## config.mk

```make
export PLATFORM = sky130hd
export DESIGN_NAME = imem_arbiter_flat
export DESIGN_NICKNAME = d
export VERILOG_FILES = /design/src/rtl/imem_arbiter_if.sv /design/src/rtl/imem_arbiter.sv /design/src/flat_wrapper.sv
export SDC_FILE = /design/constraint.sdc
export NUM_CORES = 1
export LEC_CHECK = 0
export ABC_AREA = 0
export CORE_AREA = 2 2 84 86
export DETAILED_ROUTE_END_ITERATION = 10
export DIE_AREA = 0 0 86 88
export GPL_TIMING_DRIVEN = 0
export PLACE_DENSITY = 0.82
export SYNTH_ARGS = -nofsm -noshare
export SYNTH_HDL_FRONTEND = slang
export SYNTH_SLANG_ARGS = --single-unit
```

## constraint.sdc

```tcl
create_clock -name clk -period 2 [get_ports clk]
set_input_delay 0.4 -clock clk [delete_from_list [all_inputs] [get_ports clk]]
set_output_delay 0.4 -clock clk [all_outputs]
set_load 0.02 [all_outputs]
```

## src/rtl/imem_arbiter_if.sv

```systemverilog
// Bundle of the fetch, loader and memory-port signals around imem_arbiter.
// The arbiter uses the slave view; the processor/loader/memory side uses master.
interface imem_arbiter_if #(
    parameter int ADDR_W = 7,
    parameter int DATA_W = 32
);
    logic              fetch_req;
    logic [31:0]       fetch_pc;
    logic              fetch_valid;
    logic [DATA_W-1:0] fetch_inst;
    logic              cpu_stall;
    logic              cpu_restart;
    logic              load_start;
    logic              load_valid;
    logic [ADDR_W-1:0] load_addr;
    logic [DATA_W-1:0] load_data;
    logic              load_last;
    logic              load_ready;
    logic [31:0]       load_sum;
    logic              mem_en;
    logic              mem_we;
    logic [ADDR_W-1:0] mem_addr;
    logic [DATA_W-1:0] mem_wdata;
    logic [DATA_W-1:0] mem_rdata;

    modport slave (
        input  fetch_req, fetch_pc, load_start, load_valid, load_addr,
               load_data, load_last, mem_rdata,
        output fetch_valid, fetch_inst, cpu_stall, cpu_restart, load_ready,
               load_sum, mem_en, mem_we, mem_addr, mem_wdata
    );

    modport master (
        output fetch_req, fetch_pc, load_start, load_valid, load_addr,
               load_data, load_last, mem_rdata,
        input  fetch_valid, fetch_inst, cpu_stall, cpu_restart, load_ready,
               load_sum, mem_en, mem_we, mem_addr, mem_wdata
    );
endinterface

```

## src/rtl/imem_arbiter.sv

```systemverilog
// Shares the single-port instruction memory between CPU fetch and a program loader.
// Define IMEM_LOAD_CHECKSUM_EN to build the rotate-XOR session checksum on load_sum.
module imem_arbiter #(
    parameter int ADDR_W = 7,
    parameter int DATA_W = 32
) (
    input  logic         clk,
    input  logic         rst_n,
    imem_arbiter_if.slave bus
);
    localparam logic [1:0] S_RUN     = 2'd0;
    localparam logic [1:0] S_DRAIN   = 2'd1;
    localparam logic [1:0] S_LOAD    = 2'd2;
    localparam logic [1:0] S_RESTART = 2'd3;

    logic [1:0]        r_state;
    logic [1:0]        w_state_next;
    logic              r_fetch_valid;
    logic              r_oor;
    logic              w_fetch_acc;
    logic              w_pc_oor;
    logic              w_beat;
    logic              w_mem_en;
    logic              w_mem_we;
    logic [ADDR_W-1:0] w_mem_addr;
    logic [DATA_W-1:0] w_mem_wdata;

    assign w_fetch_acc = (r_state == S_RUN) && bus.fetch_req;
    assign w_pc_oor    = |bus.fetch_pc[31:ADDR_W];
    assign w_beat      = (r_state == S_LOAD) && bus.load_valid;

    always_comb begin
        w_state_next = r_state;
        case (r_state)
            S_RUN:     if (bus.load_start) w_state_next = S_DRAIN;
            S_DRAIN:   w_state_next = S_LOAD;
            S_LOAD:    if (w_beat && bus.load_last) w_state_next = S_RESTART;
            default:   w_state_next = S_RUN;
        endcase
    end

    always_ff @(posedge clk or negedge rst_n) begin
        if (!rst_n) begin
            r_state       <= S_RUN;
            r_fetch_valid <= 1'b0;
            r_oor         <= 1'b0;
        end else begin
            r_state       <= w_state_next;
            r_fetch_valid <= w_fetch_acc;
            r_oor         <= w_fetch_acc && w_pc_oor;
        end
    end

    // Loader beats and fetches never overlap: beats only exist in LOAD, fetches only in RUN.
    always_comb begin
        w_mem_en    = 1'b0;
        w_mem_we    = 1'b0;
        w_mem_addr  = '0;
        w_mem_wdata = '0;
        if (w_beat) begin
            w_mem_en    = 1'b1;
            w_mem_we    = 1'b1;
            w_mem_addr  = bus.load_addr;
            w_mem_wdata = bus.load_data;
        end else if (w_fetch_acc && !w_pc_oor) begin
            w_mem_en   = 1'b1;
            w_mem_addr = bus.fetch_pc[ADDR_W-1:0];
        end
    end

    assign bus.mem_en      = w_mem_en;
    assign bus.mem_we      = w_mem_we;
    assign bus.mem_addr    = w_mem_addr;
    assign bus.mem_wdata   = w_mem_wdata;
    assign bus.fetch_valid = r_fetch_valid;
    assign bus.fetch_inst  = (r_fetch_valid && !r_oor) ? bus.mem_rdata : '0;
    assign bus.cpu_stall   = (r_state != S_RUN);
    assign bus.cpu_restart = (r_state == S_RESTART);
    assign bus.load_ready  = (r_state == S_LOAD);

`ifdef IMEM_LOAD_CHECKSUM_EN
    logic [31:0] r_sum;

    always_ff @(posedge clk or negedge rst_n) begin
        if (!rst_n) begin
            r_sum <= '0;
        end else if ((r_state == S_RUN) && bus.load_start) begin
            r_sum <= '0;
        end else if (w_beat) begin
            r_sum <= {r_sum[30:0], r_sum[31]} ^ 32'(bus.load_data);
        end
    end

    assign bus.load_sum = r_sum;
`else
    assign bus.load_sum = '0;
`endif
endmodule
```

## src/flat_wrapper.sv

```systemverilog
// flat-port wrapper written by rule: the top's interface ports become plain ports
module imem_arbiter_flat 
#(
    parameter int ADDR_W = 7,
    parameter int DATA_W = 32
)
  (clk, rst_n, bus_fetch_req, bus_fetch_pc, bus_load_start, bus_load_valid, bus_load_addr, bus_load_data, bus_load_last, bus_mem_rdata, bus_fetch_valid, bus_fetch_inst, bus_cpu_stall, bus_cpu_restart, bus_load_ready, bus_load_sum, bus_mem_en, bus_mem_we, bus_mem_addr, bus_mem_wdata);
  imem_arbiter_if #(.ADDR_W(ADDR_W), .DATA_W(DATA_W)) bus_i ();
  input  logic clk;
  input  logic rst_n;
  input wire logic [$bits(bus_i.fetch_req)-1:0] bus_fetch_req;
  input wire logic [$bits(bus_i.fetch_pc)-1:0] bus_fetch_pc;
  input wire logic [$bits(bus_i.load_start)-1:0] bus_load_start;
  input wire logic [$bits(bus_i.load_valid)-1:0] bus_load_valid;
  input wire logic [$bits(bus_i.load_addr)-1:0] bus_load_addr;
  input wire logic [$bits(bus_i.load_data)-1:0] bus_load_data;
  input wire logic [$bits(bus_i.load_last)-1:0] bus_load_last;
  input wire logic [$bits(bus_i.mem_rdata)-1:0] bus_mem_rdata;
  output wire logic [$bits(bus_i.fetch_valid)-1:0] bus_fetch_valid;
  output wire logic [$bits(bus_i.fetch_inst)-1:0] bus_fetch_inst;
  output wire logic [$bits(bus_i.cpu_stall)-1:0] bus_cpu_stall;
  output wire logic [$bits(bus_i.cpu_restart)-1:0] bus_cpu_restart;
  output wire logic [$bits(bus_i.load_ready)-1:0] bus_load_ready;
  output wire logic [$bits(bus_i.load_sum)-1:0] bus_load_sum;
  output wire logic [$bits(bus_i.mem_en)-1:0] bus_mem_en;
  output wire logic [$bits(bus_i.mem_we)-1:0] bus_mem_we;
  output wire logic [$bits(bus_i.mem_addr)-1:0] bus_mem_addr;
  output wire logic [$bits(bus_i.mem_wdata)-1:0] bus_mem_wdata;
  assign bus_i.fetch_req = bus_fetch_req;
  assign bus_i.fetch_pc = bus_fetch_pc;
  assign bus_i.load_start = bus_load_start;
  assign bus_i.load_valid = bus_load_valid;
  assign bus_i.load_addr = bus_load_addr;
  assign bus_i.load_data = bus_load_data;
  assign bus_i.load_last = bus_load_last;
  assign bus_i.mem_rdata = bus_mem_rdata;
  assign bus_fetch_valid = bus_i.fetch_valid;
  assign bus_fetch_inst = bus_i.fetch_inst;
  assign bus_cpu_stall = bus_i.cpu_stall;
  assign bus_cpu_restart = bus_i.cpu_restart;
  assign bus_load_ready = bus_i.load_ready;
  assign bus_load_sum = bus_i.load_sum;
  assign bus_mem_en = bus_i.mem_en;
  assign bus_mem_we = bus_i.mem_we;
  assign bus_mem_addr = bus_i.mem_addr;
  assign bus_mem_wdata = bus_i.mem_wdata;
  imem_arbiter #(.ADDR_W(ADDR_W), .DATA_W(DATA_W)) u_core (.clk(clk), .rst_n(rst_n), .bus(bus_i));
endmodule
```

==> impl_metrics.yaml, run 1 <==
logic_synthesis:
  sequential_fraction_of_the_synthesis_area_pct: 8.753
  postSynth.asyncResetShare_pct: 100.0
  postSynthAreaPerCell_um2: 7.192
  yosysWarningCount: 0
  synthDistinctLibCells: 25
  synth_edf_count: 0
  synthesis.instances: 159
  synth_flop_type: "sky130_fd_sc_hd__dfrtp_1"
  synth_seq_cells: 4
  post_synthesis_cell_area_um2: 1144
finish:
  layout.cells.most_common: "sky130_fd_sc_hd__clkdlybuf4s50_1"
  antennaDiodeCount: 0
  most-common-layout-cells: "87 x sky130_fd_sc_hd__clkdlybuf4s50_1, 51 x sky130_fd_sc_hd__dlygate4sd2_1, 50 x sky130_fd_sc_hd__buf_4, 33 x sky130_fd_sc_hd__and2_1"
  nNetsFinal: 502
  drive_gt1_share_pct: 29.38
  areaGrowthSynthToFinish_pct: 186.5
  final_cells: 468
power:
  total_power_mw: 2.080
  switching_power_mw: 1.002
  power.density_cell_area_nw_per_um2: 634.8
  combinationalPowerShare_pct: 84.9
  ir_worst_vdd_mv: 0.4676
  cellLeakagePower_nw: 1.881
  power.share.clock_pct: 8.1
  swShare_pct: 48.16
  sequentialPowerShare_pct: 6.9
  intPower_mw: 1.078
setup_path:
  timing.critical_path.to_type: "output port"
  worstPathCellList: "dlygate4sd2_1 > nor4_4 > nand4_4 > buf_6 > o31ai_4 > buf_6"
  critical-path-max-stage-delay_ps: 320
  start_kind: "input pin"
  timing.critical_path.mode_cell: "sky130_fd_sc_hd__buf_6"
  critical_path_class: "in2out"
  slowest_stage: "sky130_fd_sc_hd__nor4_4"
  data_required_critical_path_ps: 1600
  critical_path.max_fanout: 4
  crit_arrival_ps: 1760
clock_network:
  clock_latency_ps: 210
  cts_tree: "done"
  clkSlewWorstSetupHoldPaths_ps: 30
  ctsHoldBuffers: 0
  sink_count: 4
  clock_path_buffers: 2
  htreeDepth: 1
  cts_buffers: 3
  clock-root-buffer: "sky130_fd_sc_hd__clkbuf_8"
placement:
  detailed_place_hpwl_mm: 5.057
  placedCellCount: 455
  finalWeightedCongestion: 0.7875
  number_of_buffers_added_on_ports: 185
detailed_routing:
  drt-pass1-iter-count: 4
  wl_per_cell_um: 12.52
  vias_after_detailed_routing: 1879
  drt_wl_total_mm: 5.858
  routed_via_density: 4.015
  count_of_routing_violations_after_the_opening_detailed_route_iteration: 19
  drc: 0
  detail-route-antenna-nets: 0
global_routing:
  grt_antenna_before_repair: 0
  grt_pass1_wl_mm: 8.811
  grt_remaining_overflow: 0
  maximum_number_of_pins_on_one_net_before_global_route_repair: 11
  groute.usage.overall_pct: 14.19
  first_global_vias: 1883
timing:
  timing.final.setup_violations: 8
  worst_slack_ps: -158.4
  report.final.hold_viol_count: 0
  drv_slew: 0
  timing.final.crit_share_pct: 107.9
  fin_crit_ps: 2158
  rsz_0062_raised_after_global_routing: "true"
  hold-worst-slack_ps: 384.9
  fmaxAchievable_ghz: 0.4633
  final.setup_skew_ps: 1.142
floorplanning:
  die_y_um: 88
  io-pin-count: 218
  std_cell_rows: 30
  initial_core_util_pct: 17.21
  design.core.area_um2: 6644
  full_die_area_um2: 7568
  floorplan.die.width_um: 86
job:
  cap_violations: 0
run_status:
  outcome: "complete, but fails checks"
  violated_checks: "setup timing"
worst_hold_path:
  hold_path_class: "in2async"
## worst max-delay path, delay by kind of cell
kind                   cells  cell delay (ps)
buffers and inverters      3              580
AO/OA/AOI/OAI              1              290
AND/OR/NAND/NOR            2              480
## kinds of logic (layout without fill, tap and decap cells)
logic type               after synthesis  after routing  share of synthesized area (%)
AO/OA/AOI/OAI                         11             11                          7.221
buffers and inverters                 46            244                          25.60
other                                  1             32                         0.3279
AND/OR/NAND/NOR                       93             93                          53.83
multiplexers                           1              1                         0.9846
adder cells (fa/ha/maj)                3              3                          3.283
flip-flops                             4              4                          8.753
## power by group through the flow
stage	Combinational [mW]	Clock [mW]	Sequential, mW
after floorplan	0.912	0	0.142
final	1.77	0.169	0.144
after CTS	1.80	0.171	0.143
after global placement	1.76	0	0.140
after detailed placement	1.78	0	0.143
after global routing	1.90	0.179	0.147
## routing by layer
layer,vias to the layer above,track usage (%),wire [um]
met5,-,0,0
met4,0,3.608,82
met3,8,4.147,647
met2,115,28.47,3254
met1,826,14.13,1873
li1,930,-,-
## worst paths after layout
check,slack [ps],end,cells after the start,startpoint
max,-160,bus_mem_addr[6],6,bus_fetch_pc[11]
min,380,u_core.bus.fetch_valid,1,rst_n
max reg2reg,440,u_core.r_state[1],6,u_core.r_state[1]
min reg2reg,610,u_core.r_state[0],2,u_core.r_state[0]
max in group asynchronous,1450,u_core.r_state[0],1,rst_n
min in group clk,590,u_core.bus.fetch_valid,2,bus_fetch_req
## through the flow
step / worst slack [ps] / area (um2) / util (%) / setup TNS (ps)
2_1_floorplan: 59.48 / 1295 / - / 0
3_3_place_gp: -899.4 / 3247 / 48.87 / -29440
3_5_place_dp: -915.9 / 3247 / 48.87 / -31140
4_1_cts: -166.9 / 3373 / 50.77 / -932.8
5_1_grt: -244.1 / 3277 / 49.32 / -1683
6_report: -158.4 / 3277 / 49.32 / -985.9
## synthesized netlist by cell type, types with 2 or more instances
library cell	instances	area share [%]
sky130_fd_sc_hd__and2_1	33	18
sky130_fd_sc_hd__and3_1	32	18
sky130_fd_sc_hd__buf_4	32	21
sky130_fd_sc_hd__clkbuf_1	10	3.3
sky130_fd_sc_hd__dfrtp_1	4	8.8
sky130_fd_sc_hd__ha_1	3	3.3
sky130_fd_sc_hd__inv_1	3	0.98
sky130_fd_sc_hd__nand2_1	16	5.3
sky130_fd_sc_hd__nor4_2	3	3.3
sky130_fd_sc_hd__nor4_4	2	3.7
sky130_fd_sc_hd__o31ai_1	7	4.6
## sequential cells by signal (all words and copies together) (netlist names)
| name | flops |
|---|---|
| u_core.r_oor | 1 |
| u_core.r_state | 2 |
| u_core.bus.fetch_valid | 1 |
## final cells by class
class / count / area (um2)
Timing Repair Buffer: 195 / 1729
Buffer: 42 / 312.8
Multi-Input combinational cell: 140 / 975.9
Inverter: 4 / 17.52
Tap cell: 80 / 100.1
Clock buffer: 3 / 41.29
Fill cell: 666 / 3367
Sequential cell: 4 / 100.1
## timing repair
action / CTS / global route
setup endpoints to repair: 74 / 39
resized for setup: 232 / 33
pin swaps: 16 / 1
buffers inserted: 10 / 0
(Power assumes the default switching activity.)
==> run 2: changes to the inputs <==
==> constraint.sdc (replaced) <==
create_clock -name clk -period 2 [get_ports clk]
set_input_delay 0.4 -clock clk [delete_from_list [all_inputs] [get_ports clk]]
set_output_delay 0.4 -clock clk [all_outputs]
set_load 0.01 [all_outputs]
==> run 2 against run 1 <==
Against the previous run: the flow still finishes with violations (setup timing); fmax is 1.2% higher; critical path depth rose by 1; combinational power shrank 8%; worst hold slack better by 0.55 ps; via count fell by 0.32%; clock skew hardly changed; cell count up 1.3%; wire length increased by 1.0%; critical path type is now reg2out; largest power group unchanged.
==> impl_metrics.yaml, run 2 (synthesis gave the netlist of run 1 again) <==
clock_network:
  htreeDepth: 1
  sink_count: 4
  clkSlewWorstSetupHoldPaths_ps: 30
  cts_tree: "done"
  cts_buffers: 3
  clock_path_buffers: 2
  clock_latency_ps: 220
  clock-root-buffer: "sky130_fd_sc_hd__clkbuf_8"
global_routing:
  grt_pass1_wl_mm: 8.694
  groute.usage.overall_pct: 14.20
  first_global_vias: 1813
  maximum_number_of_pins_on_one_net_before_global_route_repair: 11
  grt_antenna_before_repair: 0
  grt_remaining_overflow: 0
run_status:
  violated_checks: "setup timing"
  outcome: "complete, but fails checks"
setup_path:
  timing.rr.end: "u_core.r_state[1]"
  rr_startpoint: "u_core.r_state[1]"
  start_kind: "flip-flop"
  data_required_critical_path_ps: 1600
  crit_arrival_ps: 1730
  timing.critical_path.to_type: "output port"
  critical_path.max_fanout: 5
  rr_worst_depth: 5
  timing.reg2reg.setup_slack_ps: 410
  critical_path_class: "reg2out"
detailed_routing:
  wl_per_cell_um: 12.49
  detail-route-antenna-nets: 0
  drt-pass1-iter-count: 4
  routed_via_density: 3.951
  vias_after_detailed_routing: 1873
  drc: 0
  count_of_routing_violations_after_the_opening_detailed_route_iteration: 24
  drt_wl_total_mm: 5.918
floorplanning:
  io-pin-count: 218
  std_cell_rows: 30
  die_y_um: 88
  floorplan.die.width_um: 86
  full_die_area_um2: 7568
  initial_core_util_pct: 17.21
  design.core.area_um2: 6644
placement:
  finalWeightedCongestion: 0.8305
  detailed_place_hpwl_mm: 5.094
  placedCellCount: 455
  number_of_buffers_added_on_ports: 185
  placed_area_um2: 3212
  place_worst_setup_slack_ps: -732.3
finish:
  drive_gt1_share_pct: 27.16
  finalCoreUtilization_pct: 50.94
  num-fill-cells: 681
  final_cells: 474
  most-common-layout-cells: "88 x sky130_fd_sc_hd__clkdlybuf4s50_1, 63 x sky130_fd_sc_hd__dlygate4sd2_1, 43 x sky130_fd_sc_hd__buf_4, 33 x sky130_fd_sc_hd__and2_1"
  max_flop_register: "u_core.r_state"
  areaGrowthSynthToFinish_pct: 196.0
  layout.cells.most_common: "sky130_fd_sc_hd__clkdlybuf4s50_1"
  largest_reg_flops: 2
  postLayoutCellArea_um2: 3385
  nNetsFinal: 508
  antennaDiodeCount: 0
timing:
  timing.final.crit_share_pct: 106.7
  setup_total_negative_slack_ps: -2352
  final.setup_skew_ps: 0.9703
  rsz_0062_raised_after_global_routing: "true"
  fmaxAchievable_ghz: 0.4687
  timing.final.setup_violations: 21
  report.final.hold_viol_count: 0
  fin_crit_ps: 2134
  drv_slew: 0
  worst_slack_ps: -133.5
  hold-worst-slack_ps: 385.4
power:
  total_power_mw: 1.940
  power.density_cell_area_nw_per_um2: 573.2
  cellLeakagePower_nw: 1.966
  ir_worst_vdd_mv: 0.3993
job:
  cap_violations: 0
worst_hold_path:
  hold_path_class: "in2async"
## run 2: changes by cell type in the layout (fill, tap and decap cells not counted), sizes merged
cell / delta
buf: -20
clkbuf: +14
dlygate4sd2: +12
clkdlybuf4s15: -5
dlymetal6s2s: +4
clkdlybuf4s50: +1
## run 2: layout make-up
type | count | area (um2) | area share (%)
plain buffers | 42 | 346.6 | 10.24
clock buffers | 3 | 41.29 | 1.220
inverters | 4 | 17.52 | 0.5176
multi-input cells | 140 | 964.7 | 28.50
flip-flops and latches | 4 | 100.1 | 2.957
well taps | 80 | 100.1 | 2.957
repair buffers | 201 | 1814 | 53.60
## run 2: worst max-delay path by stage
stage / slack, ps / cells after the start / start / endpoint
floorplan: 180 / 6 / u_core.r_state[0] / bus_mem_addr[0]
global placement: -690 / 5 / bus_fetch_pc[8] / bus_mem_addr[0]
detailed placement: -730 / 5 / bus_fetch_pc[11] / bus_mem_addr[2]
CTS: -200 / 7 / u_core.r_state[1] / bus_mem_addr[2]
global route: -210 / 7 / u_core.r_state[1] / bus_mem_addr[3]
finish: -130 / 7 / u_core.r_state[1] / bus_mem_addr[2]
## run 2: layer usage
layer | vias up | global-route usage, % | wire length, um
met5 | - | 0 | 0
met4 | 0 | 3.896 | 93
met3 | 10 | 3.205 | 505
met2 | 101 | 27.27 | 3260
met1 | 817 | 15.58 | 2058
li1 | 945 | - | -
## run 2: what timing repair did
| action | CTS | global route |
|---|---|---|
| setup buffers | 12 | 4 |
| endpoints found under the setup margin | 73 | 39 |
| pin swaps | 15 | 11 |
| gates resized for setup | 161 | 50 |
| hold buffers | 0 | 0 |
## run 2: critical path: stages, from the launching register on
cell and delay, ps:
sky130_fd_sc_hd__dfrtp_1 400, sky130_fd_sc_hd__inv_2 80, sky130_fd_sc_hd__ha_4 130, sky130_fd_sc_hd__and4bb_1 240, sky130_fd_sc_hd__nand4b_4 160, sky130_fd_sc_hd__buf_6 160
sky130_fd_sc_hd__o31ai_4 170, sky130_fd_sc_hd__buf_2 170
## run 2: where the power goes
group / switching (mW) / total, mW / internal [mW]
logic: 0.711 / 1.63 / 0.920
registers: 0.0252 / 0.142 / 0.116
clock network: 0.0399 / 0.168 / 0.128
==> run 3: changes to the inputs <==
CTS_CLUSTER_DIAMETER = 150   (was default)
==> results of run 3 <==
No change in the layout: final DEF, timing and power equal those of run 2.
